[src/rtl/snake_input_encoder.sv]
// snake_input_encoder: push-buttons -> synchronized, debounced, one-hot direction requests for snake_controller.
// Define SNAKE_INPUT_QUEUE_EN to add a one-deep buffer for a turn pressed while a request is still pending.
module snake_input_encoder #(
  parameter int unsigned DEBOUNCE_CYCLES = 16,
  parameter int unsigned CNT_W           = 16
) (
  input  logic       clka,
  input  logic       restart,
  input  logic [3:0] btn_raw,
  input  logic [1:0] direction_state,
  output logic [3:0] direction_in,
  output logic       dir_valid,
  output logic       dir_rejected
);

  typedef enum logic [1:0] {
    IDLE,
    PENDING
`ifdef SNAKE_INPUT_QUEUE_EN
    , QUEUED
`endif
  } state_t;

  typedef enum logic [1:0] {V_IGNORE, V_ACCEPT, V_REJECT} verdict_t;

  localparam logic [CNT_W-1:0] CNT_LAST = CNT_W'(DEBOUNCE_CYCLES - 1);

  function automatic logic [3:0] onehot(input logic [1:0] d);
    return 4'b0001 << d;
  endfunction

  function automatic logic [1:0] encode(input logic [3:0] oh);
    case (oh)
      4'b0010: return 2'd1;
      4'b0100: return 2'd2;
      4'b1000: return 2'd3;
      default: return 2'd0;
    endcase
  endfunction

  // Up/down and left/right share bit 1 of the heading code, so a reversal differs only in bit 0.
  function automatic verdict_t judge(input logic [1:0] d, input logic [1:0] h);
    if (d == h)       return V_IGNORE;
    if (d[1] == h[1]) return V_REJECT;
    return V_ACCEPT;
  endfunction

  logic [3:0] sync1, sync2, level, level_d, press_q;

  always_ff @(posedge clka or negedge restart) begin
    if (!restart) begin
      sync1   <= '0;
      sync2   <= '0;
      level_d <= '0;
      press_q <= '0;
    end else begin
      // NOTE: non-blocking assignments make every stage sample its pre-edge input, so the pipeline shifts by one per clock.
      sync1   <= btn_raw;
      sync2   <= sync1;
      level_d <= level;
      press_q <= level & ~level_d;
    end
  end

  for (genvar i = 0; i < 4; i++) begin : g_debounce
    logic [CNT_W-1:0] cnt;
    logic             lvl;

    always_ff @(posedge clka or negedge restart) begin
      if (!restart) begin
        cnt <= '0;
        lvl <= 1'b0;
      end else if (sync2[i] == lvl) begin
        cnt <= '0;
      end else if (cnt == CNT_LAST) begin
        lvl <= sync2[i];
        cnt <= '0;
      end else begin
        cnt <= cnt + CNT_W'(1);
      end
    end

    assign level[i] = lvl;
  end

  state_t     state, state_n;
  logic [3:0] dir_n;
  logic       valid_n, rej_n;
  logic [1:0] evt_dir;
  logic       evt_any, match;
  verdict_t   v_ctrl, v_req;
`ifdef SNAKE_INPUT_QUEUE_EN
  logic [3:0] queue, queue_n;
`endif

  // Simultaneous presses: the lowest index wins, the rest vanish.
  always_comb begin
    evt_dir = 2'd0;
    if      (press_q[0]) evt_dir = 2'd0;
    else if (press_q[1]) evt_dir = 2'd1;
    else if (press_q[2]) evt_dir = 2'd2;
    else if (press_q[3]) evt_dir = 2'd3;
  end

  assign evt_any = |press_q;
  assign match   = (direction_state == encode(direction_in));
  assign v_ctrl  = judge(evt_dir, direction_state);
  assign v_req   = judge(evt_dir, encode(direction_in));

  always_comb begin
    // NOTE: every signal driven here gets a default first, so no path can leave one unassigned and infer a latch.
    state_n = state;
    dir_n   = direction_in;
    valid_n = 1'b0;
    rej_n   = 1'b0;
`ifdef SNAKE_INPUT_QUEUE_EN
    queue_n = queue;
`endif
    case (state)
      IDLE, PENDING: begin
        if (state == IDLE || match) begin
          // Controller has caught up: judge against its applied heading.
          state_n = IDLE;
          if (evt_any) begin
            if (v_ctrl == V_ACCEPT) begin
              dir_n   = onehot(evt_dir);
              valid_n = 1'b1;
              state_n = PENDING;
            end else if (v_ctrl == V_REJECT) begin
              rej_n = 1'b1;
            end
          end
        end else if (evt_any) begin
          if (v_req == V_REJECT) begin
            rej_n = 1'b1;
          end else if (v_req == V_ACCEPT) begin
`ifdef SNAKE_INPUT_QUEUE_EN
            queue_n = onehot(evt_dir);
            state_n = QUEUED;
`else
            rej_n = 1'b1;
`endif
          end
        end
      end
`ifdef SNAKE_INPUT_QUEUE_EN
      QUEUED: begin
        // A press landing in the release cycle is dropped quietly so valid and rejected never coincide.
        if (match) begin
          dir_n   = queue;
          valid_n = 1'b1;
          state_n = PENDING;
        end else if (evt_any) begin
          rej_n = 1'b1;
        end
      end
`endif
      default: state_n = IDLE;
    endcase
  end

  always_ff @(posedge clka or negedge restart) begin
    if (!restart) begin
      state        <= IDLE;
      direction_in <= '0;
      dir_valid    <= 1'b0;
      dir_rejected <= 1'b0;
`ifdef SNAKE_INPUT_QUEUE_EN
      queue        <= '0;
`endif
    end else begin
      state        <= state_n;
      direction_in <= dir_n;
      dir_valid    <= valid_n;
      dir_rejected <= rej_n;
`ifdef SNAKE_INPUT_QUEUE_EN
      queue        <= queue_n;
`endif
    end
  end

endmodule
[config.mk]
export PLATFORM = sky130hd
export DESIGN_NAME = snake_input_encoder
export DESIGN_NICKNAME = d
export VERILOG_FILES = /design/src/rtl/snake_input_encoder.sv
export SDC_FILE = /design/constraint.sdc
export NUM_CORES = 1
export LEC_CHECK = 0
export CAP_MARGIN = 0
export CORE_MARGIN = 2
export CORE_UTILIZATION = 31
export CTS_CLUSTER_DIAMETER = 100
export CTS_CLUSTER_SIZE = 28
export DETAILED_ROUTE_END_ITERATION = 10
export PLACE_DENSITY_LB_ADDON = 0.05
export SYNTH_ARGS = -nofsm -noshare
export SYNTH_HDL_FRONTEND = slang
export SYNTH_SLANG_ARGS = --single-unit
[constraint.sdc]
create_clock -name clka -period 4.5 [get_ports clka]
set_input_delay 0.675 -clock clka [delete_from_list [all_inputs] [get_ports clka]]
set_output_delay 0.675 -clock clka [all_outputs]
set_load 0.02 [all_outputs]
==> reports/summary.json, run 1 <==
{
  "num_vias": {"value": 2697},
  "synth_nets": {"value": 398},
  "clk_path_buf_depth": {"value": 2},
  "grt.overflow.total": {"value": 0},
  "timing.critical_path.arrival": {"value": 2.47, "unit": "ns"},
  "outcome": {"value": "complete, no violations"},
  "yosysWarningCount": {"value": 0},
  "detailed_place_hpwl": {"value": 5.01, "unit": "mm"},
  "netSwitchingFraction": {"value": 21.5, "unit": "%"},
  "worst_skew_pair_latency": {"value": 0.34, "unit": "ns"},
  "cts_resized": {"value": 0},
  "register_area": {"value": 2280, "unit": "um2"},
  "worst_setup_hold_path_clk_slew": {"value": 0.06, "unit": "ns"},
  "clock-root-buffer": {"value": "sky130_fd_sc_hd__clkbuf_16"},
  "layout-drive-gt1-share": {"value": 5.69, "unit": "%"},
  "reg2reg_setup_slack": {"value": 2.61, "unit": "ns"},
  "clockPowerShare": {"value": 42.8, "unit": "%"},
  "cts_buffers": {"value": 9},
  "first_global_vias": {"value": 2642},
  "timing.hold.ws": {"value": 0.347, "unit": "ns"},
  "firstDrtPassIters": {"value": 4},
  "hold_end": {"value": "sync2[3]"},
  "io_buffer_count": {"value": 13},
  "fin_crit": {"value": 2.25, "unit": "ns"},
  "syn-cell-area": {"value": 4090, "unit": "um2"},
  "num_antenna_cells": {"value": 0},
  "track_usage": {"value": 11.7, "unit": "%"},
  "p_leak": {"value": 2.01, "unit": "nW"},
  "max_slew_margin": {"value": 43.1, "unit": "%"},
  "coreArea": {"value": 12700, "unit": "um2"},
  "netlist.area_leader.share": {"value": 55.7, "unit": "%"},
  "synthCells": {"value": 386},
  "synth_largest_area_cell": {"value": "sky130_fd_sc_hd__dfrtp_1"},
  "pre_cts_setup_slack": {"value": 1.91, "unit": "ns"},
  "antenna_found_initial": {"value": 0},
  "tritoncts": {"value": "built"},
  "finalWeightedCongestion": {"value": 0.701},
  "timing.rr.start": {"value": "direction_in[3]"},
  "postRouteAntennaNets": {"value": 0},
  "crit_path_start_kind": {"value": "input port"},
  "worst-path-max-fanout": {"value": 10},
  "drt-vias-per-instance": {"value": 4.68},
  "timing.critical_path.to_type": {"value": "register"},
  "core_utilization_of_the_finished_layout": {"value": 36.7, "unit": "%"},
  "post-layout-total-power": {"value": 1.59, "unit": "mW"},
  "post-cts-setup-buffer-count": {"value": 0},
  "yosys_register_bits": {"value": 91},
  "hp-start": {"value": "sync1[3]"},
  "die-area": {"value": 14100, "unit": "um2"},
  "max_slew.worst_pin.slew": {"value": 0.854, "unit": "ns"},
  "num-nets-final": {"value": 415},
  "drv_slew": {"value": 0},
  "grt_setup_unrepaired": {"value": "false"},
  "pwr_density_cell": {"value": 341, "unit": "nW/um2"},
  "multi_input_comb_area": {"value": 1750, "unit": "um2"},
  "wl_per_cell": {"value": 13.0, "unit": "um"},
  "finalSetupViolCount": {"value": 0},
  "timing.reg2reg.worst_path_depth": {"value": 5},
  "cts_max_level": {"value": 3},
  "layout_area_growth_over_synthesis": {"value": 14.1, "unit": "%"},
  "drv_cap": {"value": 0},
  "postSynthAreaPerCell": {"value": 10.6, "unit": "um2"},
  "totalWireLength": {"value": 7.46, "unit": "mm"},
  "grt_first_pass_wirelength": {"value": 13.2, "unit": "mm"},
  "final.setup_skew": {"value": 0.00599, "unit": "ns"},
  "max_freq": {"value": 445, "unit": "MHz"},
  "yosys.cell_count.top_type": {"value": "sky130_fd_sc_hd__dfrtp_1"},
  "synth.yosys.seq_area_share": {"value": 55.7, "unit": "%"},
  "final_design_area_no_fill": {"value": 4660, "unit": "um2"},
  "drc": {"value": 0},
  "worstSetupPathType": {"value": "input port to register"},
  "total_switching_power": {"value": 342, "unit": "uW"},
  "hold_viol_final": {"value": 0},
  "detailedRoute.firstIterationViolations": {"value": 130},
  "post_layout_nonfiller_instances": {"value": 576},
  "top_post_synthesis_cells_by_area": {"value": "sky130_fd_sc_hd__dfrtp_1 (56%), sky130_fd_sc_hd__xor2_1 (7.5%), sky130_fd_sc_hd__nor2_1 (6.0%)"},
  "top_level_ports": {"value": 14},
  "synth_edf_count": {"value": 0},
  "ys.flop_type": {"value": "sky130_fd_sc_hd__dfrtp_1"},
  "largest_net_degree_at_the_start_of_global_routing": {"value": 67},
  "layout_worst_path_cycle_share": {"value": 50.0, "unit": "%"},
  "worst_r2r_endpoint": {"value": "direction_in[0]"},
  "cts.sink_count": {"value": 91},
  "worstHoldPathCells": {"value": 0},
  "worstHoldPathType": {"value": "register to register"},
  "vdd_ir_drop_max": {"value": 0.000163, "unit": "V"},
  "postLayoutSetupSlackWorst": {"value": 2.25, "unit": "ns"},
  "detailed_place.area": {"value": 4410, "unit": "um2"},
  "finalSetupTns": {"value": 0, "unit": "ns"},
  "die-height": {"value": 119, "unit": "um"},
  "floorplan.initialDensity": {"value": 32.1, "unit": "%"},
  "synth.top_cells.by_count": {"value": "sky130_fd_sc_hd__dfrtp_1 (91), sky130_fd_sc_hd__nor2_1 (65), sky130_fd_sc_hd__xor2_1 (35), sky130_fd_sc_hd__nand3_1 (25), sky130_fd_sc_hd__xnor2_1 (23)"},
  "core_rows": {"value": 41},
  "fp.dieW": {"value": 119, "unit": "um"},
  "pwr-share-comb": {"value": 4.0, "unit": "%"},
  "placed_cells_incl_taps": {"value": 564},
  "relative_contribution_of_sequential_cells_to_total_power": {"value": 53.2, "unit": "%"},
  "p_int": {"value": 1.25, "unit": "mW"},
  "holdBufCountCts": {"value": 0},
  "synthArstFlopShare": {"value": 100, "unit": "%"},
  "synth_cell_type_count": {"value": 42},
  "filler_cell_count_in_the_final_layout": {"value": 1320},
  "required": {"value": 4.72, "unit": "ns"}
}
## metal layers
| metal | GRT usage, % | part of all wire (%) | vias to the layer above |
|---|---|---|---|
| met2 | 16.1 | 42 | 30 |
| li1 | - | - | 1369 |
| met1 | 16.9 | 53 | 1288 |
| met3 | 2.49 | 3.0 | 10 |
| met4 | 6.25 | 2.5 | 0 |
| met5 | 0 | 0 | - |
## registers in the layout (all words and copies together), names as in the netlist, 4 cells and up
name,cells
level_d,4
g_debounce.lvl,4
press_q,4
sync2,4
sync1,4
direction_in,4
g_debounce.cnt,64
## critical path, cell delays in order
cell and delay, ns:
sky130_fd_sc_hd__clkdlybuf4s50_1 0.68, sky130_fd_sc_hd__nand4bb_1 0.14, sky130_fd_sc_hd__o31ai_1 0.35, sky130_fd_sc_hd__a221oi_4 0.11, sky130_fd_sc_hd__nor2_2 0.20, sky130_fd_sc_hd__mux2_4 0.31
## final cells by class
cell class,instances,area share [%]
clock buffers,12,5.50
inverters,7,0.563
multi-input cells,280,37.6
flip-flops and latches,91,48.8
well taps,172,4.61
repair buffers,14,2.90
## cells in the final DEF (no fill, tap or decap), types with 2 or more instances in the layout
master,n
sky130_fd_sc_hd__ha_1,4
sky130_fd_sc_hd__nand2b_1,3
sky130_fd_sc_hd__mux2_2,4
sky130_fd_sc_hd__dfrtp_1,91
sky130_fd_sc_hd__nand3_1,25
sky130_fd_sc_hd__xor2_1,35
sky130_fd_sc_hd__xnor2_1,23
sky130_fd_sc_hd__o41ai_1,2
sky130_fd_sc_hd__clkbuf_8,2
sky130_fd_sc_hd__nor2_1,65
sky130_fd_sc_hd__and3_1,17
sky130_fd_sc_hd__inv_1,7
sky130_fd_sc_hd__and2_1,2
sky130_fd_sc_hd__buf_4,2
sky130_fd_sc_hd__nor3b_1,2
sky130_fd_sc_hd__nor2b_1,5
sky130_fd_sc_hd__nand4bb_1,2
sky130_fd_sc_hd__nor4_1,13
sky130_fd_sc_hd__nand2_1,17
sky130_fd_sc_hd__o31ai_1,2
sky130_fd_sc_hd__clkdlybuf4s50_1,12
sky130_fd_sc_hd__nand3b_1,2
sky130_fd_sc_hd__or3_1,3
sky130_fd_sc_hd__o21ai_0,7
sky130_fd_sc_hd__o21a_1,2
sky130_fd_sc_hd__a21oi_1,5
sky130_fd_sc_hd__nand4_1,15
sky130_fd_sc_hd__nor3_1,11
sky130_fd_sc_hd__clkbuf_16,9
## power groups by stage
| stage | logic [mW] | registers, mW | clock network, mW |
|---|---|---|---|
| 3_3_place_gp | 0.0656 | 0.861 | 0 |
| 5_1_grt | 0.0738 | 0.848 | 0.740 |
| 2_1_floorplan | 0.0309 | 0.859 | 0 |
| 3_5_place_dp | 0.0659 | 0.861 | 0 |
| 6_report | 0.0629 | 0.846 | 0.681 |
| 4_1_cts | 0.0661 | 0.846 | 0.711 |
## how the worst max path moves through the flow
stage | from | to | slack [ns] | cells after the start
after floorplan | direction_state[1] | direction_in[0] | 2.53 | 6
after global placement | direction_state[1] | direction_in[0] | 1.92 | 6
after detailed placement | direction_state[1] | direction_in[0] | 1.91 | 6
after CTS | direction_state[1] | direction_in[0] | 2.27 | 6
after global routing | direction_state[1] | direction_in[0] | 2.15 | 6
final | direction_state[1] | direction_in[0] | 2.25 | 6
## kinds of logic (layout without fill, tap and decap cells)
| group | after synthesis | after routing | synth area share, % |
|---|---|---|---|
| AOI/OAI and AO/OA | 27 | 27 | 4.93 |
| buffers and inverters | 15 | 33 | 1.41 |
| adders and majority gates | 4 | 4 | 1.22 |
| DFF | 91 | 91 | 55.7 |
| xor gates and xnor gates | 58 | 58 | 12.4 |
| muxes | 5 | 5 | 1.47 |
| and+or+nand+nor | 186 | 186 | 22.8 |
(Power assumes the default switching activity.)
==> inputs of run 2 (changes only) <==
==> constraint.sdc (replaced) <==
create_clock -name clka -period 2.35 [get_ports clka]
set_input_delay 0.3525 -clock clka [delete_from_list [all_inputs] [get_ports clka]]
set_output_delay 0.3525 -clock clka [all_outputs]
set_load 0.02 [all_outputs]
==> run 2 against run 1 <==
  * Routed wire length rose by 2.3%
  * First-iteration DRC count fell by 13%
  * Via count rose by 2.6%
  * Core utilization rose by 0.72 points
  * Critical path type is now register to register
==> reports/summary.json, run 2 (same netlist as run 1, synthesis figures left out) <==
{
  "top_library_cells_by_usage_in_the_layout_fill_and_taps_aside": {"value": "sky130_fd_sc_hd__dfrtp_1 (91), sky130_fd_sc_hd__nor2_1 (65), sky130_fd_sc_hd__xor2_1 (35)"},
  "tritoncts": {"value": "built"},
  "finalWeightedCongestion": {"value": 0.779, "change": "+11%"},
  "final_design_area_no_fill": {"value": 4750, "unit": "um2", "change": "+2.0%"},
  "post-layout-total-power": {"value": 3.27, "unit": "mW", "change": "+110%"},
  "registers.top_by_ff_count": {"value": "g_debounce.cnt"},
  "largest_register_ffs": {"value": 64, "change": "unchanged"},
  "top_level_ports": {"value": 14, "change": "unchanged"},
  "final.setup_skew": {"value": 0.00830, "unit": "ns", "change": "+0.00231 ns"},
  "largest_net_degree_at_the_start_of_global_routing": {"value": 42, "change": "-37%"},
  "drv_cap": {"value": 0, "change": "unchanged"},
  "num_antenna_cells": {"value": 0, "change": "unchanged"},
  "track_usage": {"value": 12.0, "unit": "%", "change": "+0.35 points"},
  "firstDrtPassIters": {"value": 4, "change": "unchanged"},
  "globalRouteMet1Util": {"value": 16.8, "unit": "%", "change": "-0.11 points"},
  "cts_resized": {"value": 0, "change": "unchanged"},
  "clk_path_buf_depth": {"value": 2, "change": "unchanged"},
  "timing.critical_path.arrival": {"value": 2.13, "unit": "ns", "change": "-0.34 ns"},
  "layout-drive-gt1-share": {"value": 6.34, "unit": "%", "change": "+0.65 points"},
  "gr-max-usage-layer": {"value": "met2"},
  "hold_viol_final": {"value": 0, "change": "unchanged"},
  "floorplan.initialDensity": {"value": 32.1, "unit": "%", "change": "unchanged"},
  "layout_area_growth_over_synthesis": {"value": 16.3, "unit": "%"},
  "pwr_density_cell": {"value": 688, "unit": "nW/um2", "change": "+100%"},
  "totalWireLength": {"value": 7.63, "unit": "mm", "change": "+2.3%"},
  "worstSetupPathType": {"value": "register to register"},
  "core_rows": {"value": 41, "change": "unchanged"},
  "crit_path_start_kind": {"value": "register"},
  "worst-path-max-fanout": {"value": 9, "change": "-1"},
  "worst_setup_hold_path_clk_slew": {"value": 0.06, "unit": "ns", "change": "about the same"},
  "worstHoldPathType": {"value": "register to register"},
  "cts_buffers": {"value": 9, "change": "unchanged"},
  "coreArea": {"value": 12700, "unit": "um2", "change": "unchanged"},
  "layout_commonest_cell": {"value": "sky130_fd_sc_hd__dfrtp_1"},
  "outcome": {"value": "complete, no violations"},
  "die-area": {"value": 14100, "unit": "um2", "change": "unchanged"},
  "fin_crit": {"value": 1.90, "unit": "ns"},
  "postRouteAntennaNets": {"value": 0, "change": "unchanged"},
  "cts.sink_count": {"value": 91, "change": "unchanged"},
  "timing.hold.ws": {"value": 0.347, "unit": "ns", "change": "-0.000398 ns"},
  "drv_slew": {"value": 0, "change": "unchanged"},
  "clock-root-buffer": {"value": "sky130_fd_sc_hd__clkbuf_16"},
  "p_leak": {"value": 2.05, "unit": "nW", "change": "+2.1%"},
  "reg2reg_setup_slack": {"value": 0.45, "unit": "ns", "change": "-2.16 ns"},
  "grt_setup_unrepaired": {"value": "false"},
  "required": {"value": 2.57, "unit": "ns", "change": "-2.15 ns"},
  "worst_skew_pair_latency": {"value": 0.34, "unit": "ns", "change": "about the same"},
  "cts_max_level": {"value": 3, "change": "unchanged"},
  "drc": {"value": 0, "change": "unchanged"},
  "core_utilization_of_the_finished_layout": {"value": 37.4, "unit": "%", "change": "+0.72 points"},
  "grtUsageMet2": {"value": 17.2, "unit": "%", "change": "+1.1 points"},
  "max_slew_margin": {"value": 62.4, "unit": "%", "change": "+19 points"},
  "drt-vias-per-instance": {"value": 4.76, "change": "+1.6%"},
  "timing.critical_path.to_type": {"value": "register"},
  "vdd_ir_drop_max": {"value": 0.000500, "unit": "V", "change": "+210%"},
  "wl_per_cell": {"value": 13.1, "unit": "um", "change": "+1.2%"},
  "grt_util_met3": {"value": 3.11, "unit": "%", "change": "+0.62 points"},
  "layout_worst_path_cycle_share": {"value": 81.0, "unit": "%"},
  "fp.dieW": {"value": 119, "unit": "um", "change": "unchanged"},
  "first_global_vias": {"value": 2784, "change": "+5.4%"},
  "die-height": {"value": 119, "unit": "um", "change": "unchanged"},
  "grt.overflow.total": {"value": 0, "change": "unchanged"},
  "detailedRoute.firstIterationViolations": {"value": 113, "change": "-13%"},
  "grt_first_pass_wirelength": {"value": 13.6, "unit": "mm", "change": "+3.0%"},
  "num-nets-final": {"value": 418, "change": "+0.72%"},
  "num_vias": {"value": 2768, "change": "+2.6%"},
  "antenna_found_initial": {"value": 0, "change": "unchanged"},
  "io_buffer_count": {"value": 13, "change": "unchanged"},
  "finalSetupViolCount": {"value": 0, "change": "unchanged"},
  "max_slew.worst_pin.slew": {"value": 0.562, "unit": "ns", "change": "-0.292 ns"},
  "finalSetupTns": {"value": 0, "unit": "ns", "change": "unchanged"},
  "max_freq": {"value": 525, "unit": "MHz"},
  "detailed_place_hpwl": {"value": 5.16, "unit": "mm", "change": "+3.0%"},
  "detailed_place.area": {"value": 4430, "unit": "um2", "change": "+0.62%"}
}
[run 2: changes by cell type in the layout (fill, tap and decap cells not counted), sizes merged]
cell	previous run	this run
bufinv	0	2
buf	2	4
dlygate4sd3	0	1
clkbuf	12	13
[run 2: worst max-delay path: stages (launching register included)]
cell and delay, ns:
sky130_fd_sc_hd__dfrtp_1 0.46, sky130_fd_sc_hd__o21ai_0 0.24, sky130_fd_sc_hd__o211ai_2 0.17, sky130_fd_sc_hd__a221oi_4 0.50
sky130_fd_sc_hd__nor2_2 0.12, sky130_fd_sc_hd__mux2_4 0.31
[run 2: final timing paths]
kind,from,end,depth (start not counted)
setup / recovery,direction_in[2],direction_in[0],5
hold / removal,sync1[1],sync2[1],0
setup reg to reg,direction_in[2],direction_in[0],5
hold reg to reg,sync1[1],sync2[1],0
max in group asynchronous,restart,g_debounce[0].cnt[14],3
min in group asynchronous,restart,g_debounce[3].cnt[15],2
[run 2: final cells by class]
| cell class | count | area (um2) |
|---|---|---|
| fill | 1318 | 7970 |
| sequential | 91 | 2280 |
| inverter | 7 | 26.3 |
| clock buffer | 13 | 250 |
| tap | 172 | 215 |
| timing repair buffer | 17 | 173 |
| multi-input combinational | 280 | 1750 |
| clock inverter | 2 | 60.1 |
[run 2: metrics by stage]
stage | std cells | setup WS, ns
final | 582 | 0.445
after global placement | 566 | 0.196
after detailed placement | 566 | 0.132
after CTS | 582 | 0.446
after global routing | 582 | 0.297
after floorplan | 386 | 0.558
[run 2: timing repair]
item / in CTS / in global routing
setup buffers: 0 / 0
hold buffers: 1 / 0
endpoints found under the hold margin: 27 / 0
[run 2: where the power goes]
group          total, mW  internal (mW)  leakage (nW)  switching (mW)
registers           1.62           1.59          1.24          0.0255
logic              0.128         0.0491         0.663          0.0790
clock network       1.52          0.956         0.150           0.567
[run 2: layer usage]
metal  routed length, um  vias to the layer above  share of wire [%]
met5                   0                        -                  0
met4                 170                        0                2.2
met3                 261                       12                3.4
met1                4020                     1341                 53
li1                    -                     1378                  -
met2                3180                       37                 42
==> inputs of run 3 (changes only) <==
==> constraint.sdc (replaced) <==
create_clock -name clka -period 1.7 [get_ports clka]
set_input_delay 0.255 -clock clka [delete_from_list [all_inputs] [get_ports clka]]
set_output_delay 0.255 -clock clka [all_outputs]
set_load 0.02 [all_outputs]
==> run 3 against run 2 <==
  * Via count rose by 3.9%
  * Register-to-register slack lost 0.42 ns
  * Count of clock-buffer cells in the layout is 3 lower
  * Routed wire length increased by 1.8%
  * Die area unchanged
  * Combinational power rose by 62%
  * Non-clock buffer count rose by 27
  * Final cell count rose by 4.8%
  * Design area increased by 4.4%
  * Critical path depth grew 2
  * Clock power up 35%
  * Hold slack lost 0.0066 ns
  * Critical endpoint is now direction_in[1]
  * Largest power group unchanged
==> reports/summary.json, run 3 (same netlist as run 1, synthesis figures left out) <==
{
  "required": {"value": 1.94, "unit": "ns", "change": "-0.63 ns"},
  "worstSetupPathType": {"value": "register to register"},
  "top_library_cells_by_usage_in_the_layout_fill_and_taps_aside": {"value": "sky130_fd_sc_hd__dfrtp_1 (89), sky130_fd_sc_hd__nor2_1 (65), sky130_fd_sc_hd__xor2_1 (35)"},
  "final.setup_skew": {"value": 0.00425, "unit": "ns", "change": "-0.00405 ns"},
  "finalSetupTns": {"value": 0, "unit": "ns", "change": "unchanged"},
  "max_slew.worst_pin.slew": {"value": 0.477, "unit": "ns", "change": "-0.0853 ns"},
  "cts_max_level": {"value": 3, "change": "unchanged"},
  "pwr-share-comb": {"value": 4.6, "unit": "%", "change": "+0.7 points"},
  "coreArea": {"value": 12700, "unit": "um2", "change": "unchanged"},
  "totalWireLength": {"value": 7.77, "unit": "mm", "change": "+1.8%"},
  "max_freq": {"value": 596, "unit": "MHz", "change": "+14%"},
  "worst-path-max-fanout": {"value": 7, "change": "-2"},
  "top_level_ports": {"value": 14, "change": "unchanged"},
  "layout_area_growth_over_synthesis": {"value": 21.5, "unit": "%"},
  "clock-root-buffer": {"value": "sky130_fd_sc_hd__clkbuf_16"},
  "outcome": {"value": "complete, no violations"},
  "timing.critical_path.to_type": {"value": "register"},
  "num_antenna_cells": {"value": 0, "change": "unchanged"},
  "io_buffer_count": {"value": 13, "change": "unchanged"},
  "drv_slew": {"value": 0, "change": "unchanged"},
  "first_global_vias": {"value": 2961, "change": "+6.4%"},
  "total_switching_power": {"value": 1.02, "unit": "mW", "change": "+52%"},
  "clk_path_buf_depth": {"value": 2, "change": "unchanged"},
  "num_vias": {"value": 2877, "change": "+3.9%"},
  "firstDrtPassIters": {"value": 5, "change": "+1"},
  "core_rows": {"value": 41, "change": "unchanged"},
  "hold_viol_final": {"value": 0, "change": "unchanged"},
  "finalSetupViolCount": {"value": 0, "change": "unchanged"},
  "p_leak": {"value": 2.20, "unit": "nW", "change": "+7.4%"},
  "fin_crit": {"value": 1.68, "unit": "ns", "change": "-0.227 ns"},
  "cts.sink_count": {"value": 91, "change": "unchanged"},
  "die-height": {"value": 119, "unit": "um", "change": "unchanged"},
  "finalWeightedCongestion": {"value": 0.760, "change": "-2.4%"},
  "grt.overflow.total": {"value": 0, "change": "unchanged"},
  "post_layout_nonfiller_instances": {"value": 610, "change": "+4.8%"},
  "worst_setup_hold_path_clk_slew": {"value": 0.06, "unit": "ns", "change": "about the same"},
  "wl_per_cell": {"value": 12.7, "unit": "um", "change": "-2.9%"},
  "fp.dieW": {"value": 119, "unit": "um", "change": "unchanged"},
  "relative_contribution_of_sequential_cells_to_total_power": {"value": 49.8, "unit": "%", "change": "+0.3 points"},
  "grt_first_pass_wirelength": {"value": 14.0, "unit": "mm", "change": "+2.4%"},
  "detailed_place_hpwl": {"value": 5.53, "unit": "mm", "change": "+7.2%"},
  "floorplan.initialDensity": {"value": 32.1, "unit": "%", "change": "unchanged"},
  "worst_skew_pair_latency": {"value": 0.35, "unit": "ns", "change": "about the same"},
  "netSwitchingFraction": {"value": 22.7, "unit": "%", "change": "+2.1 points"},
  "antenna_found_initial": {"value": 0, "change": "unchanged"},
  "max_slew_margin": {"value": 68.0, "unit": "%", "change": "+5.5 points"},
  "cts_buffers": {"value": 9, "change": "unchanged"},
  "drt-vias-per-instance": {"value": 4.72, "change": "-0.83%"},
  "worstHoldPathType": {"value": "input port to register"},
  "detailedRoute.firstIterationViolations": {"value": 120, "change": "+6.2%"},
  "timing.critical_path.arrival": {"value": 1.91, "unit": "ns", "change": "-0.22 ns"},
  "tritoncts": {"value": "built"},
  "p_int": {"value": 3.47, "unit": "mW", "change": "+34%"},
  "largest_net_degree_at_the_start_of_global_routing": {"value": 33, "change": "-21%"},
  "crit_path_start_kind": {"value": "register"},
  "num-nets-final": {"value": 445, "change": "+6.5%"},
  "vdd_ir_drop_max": {"value": 0.000361, "unit": "V", "change": "-28%"},
  "layout-drive-gt1-share": {"value": 13.9, "unit": "%", "change": "+7.6 points"},
  "track_usage": {"value": 12.3, "unit": "%", "change": "+0.27 points"},
  "drc": {"value": 0, "change": "unchanged"},
  "largest_register_ffs": {"value": 64, "change": "unchanged"},
  "layout_worst_path_cycle_share": {"value": 98.7, "unit": "%", "change": "+18 points"},
  "postRouteAntennaNets": {"value": 0, "change": "unchanged"},
  "placed_cells_incl_taps": {"value": 592, "change": "+4.6%"},
  "die-area": {"value": 14100, "unit": "um2", "change": "unchanged"},
  "pwr_density_cell": {"value": 904, "unit": "nW/um2", "change": "+31%"},
  "registers.top_by_ff_count": {"value": "g_debounce.cnt"},
  "clockPowerShare": {"value": 45.6, "unit": "%", "change": "-1.0 points"},
  "drv_cap": {"value": 0, "change": "unchanged"},
  "layout_commonest_cell": {"value": "sky130_fd_sc_hd__dfrtp_1"},
  "grt_setup_unrepaired": {"value": "true"}
}
==> run 3: worst max-delay path, cell delays in order (launching register included) <==
cell and delay (ns):
sky130_fd_sc_hd__dfrtp_2 0.45, sky130_fd_sc_hd__nand4bb_1 0.20, sky130_fd_sc_hd__o31ai_1 0.21, sky130_fd_sc_hd__buf_4 0.16, sky130_fd_sc_hd__a221oi_4 0.04, sky130_fd_sc_hd__buf_4 0.16, sky130_fd_sc_hd__o21a_1 0.17, sky130_fd_sc_hd__a31o_1 0.18
==> run 3: what timing repair did <==
item / in CTS / in global routing
pin swaps: 1 / 0
setup endpoints to repair: 3 / 7
hold buffers: 1 / 0
cloned: 0 / 0
buffers inserted: 1 / 0
gates resized for setup: 2 / 5
endpoints found under the hold margin: 27 / 0
==> run 3: power groups by stage <==
stage	Combinational, mW	Clock [mW]	Sequential [mW]
6_report	0.207	2.05	2.24
2_1_floorplan	0.0818	0	2.27
5_1_grt	0.237	2.20	2.24
3_3_place_gp	0.213	0	2.28
4_1_cts	0.215	2.12	2.24
3_5_place_dp	0.213	0	2.28
==> run 3: worst paths after layout <==
path                                       from              endpoint  slack, ns  cells past startpoint
min in group asynchronous               restart  g_debounce[3].cnt[7]       0.40                      2
max in group asynchronous               restart  g_debounce[0].cnt[8]       0.75                      3
worst max-delay path            direction_in[3]       direction_in[1]       0.02                      7
worst min-delay path                 btn_raw[3]              sync1[3]       0.34                      1
worst min register to register         sync1[2]              sync2[2]       0.35                      0
worst max register to register  direction_in[3]       direction_in[1]       0.02                      7
==> run 3: metrics by stage <==
stage          setup WS (ns)  power, mW  area [um2]  hold slack [ns]  util [%]
2_1_floorplan       -0.00590       2.36        4090          -0.0406         -
3_3_place_gp          -0.195       2.49        4630            0.243      36.4
3_5_place_dp          -0.223       2.49        4630            0.242      36.4
4_1_cts              0.00846       4.57        4950            0.325      38.9
5_1_grt              -0.0744       4.68        4970            0.333      39.0
6_report              0.0225       4.49        4970            0.340      39.0
==> run 3: layout make-up <==
cell class / instances / area, um2
inverters: 7 / 26.3
clock inverters: 6 / 65.1
clock buffers: 10 / 239
multi-input cells: 280 / 1770
flip-flops and latches: 91 / 2280
well taps: 172 / 215
fillers: 1283 / 7760
repair buffers: 44 / 375
==> run 3: metal layers <==
layer | routed length (um) | vias to the layer above | part of all wire (%) | global-route usage (%)
li1 | - | 1438 | - | -
met5 | 0 | - | 0 | 0
met1 | 3960 | 1389 | 51 | 16.8
met3 | 248 | 14 | 3.2 | 2.68
met2 | 3360 | 36 | 43 | 18.1
met4 | 204 | 0 | 2.6 | 6.77
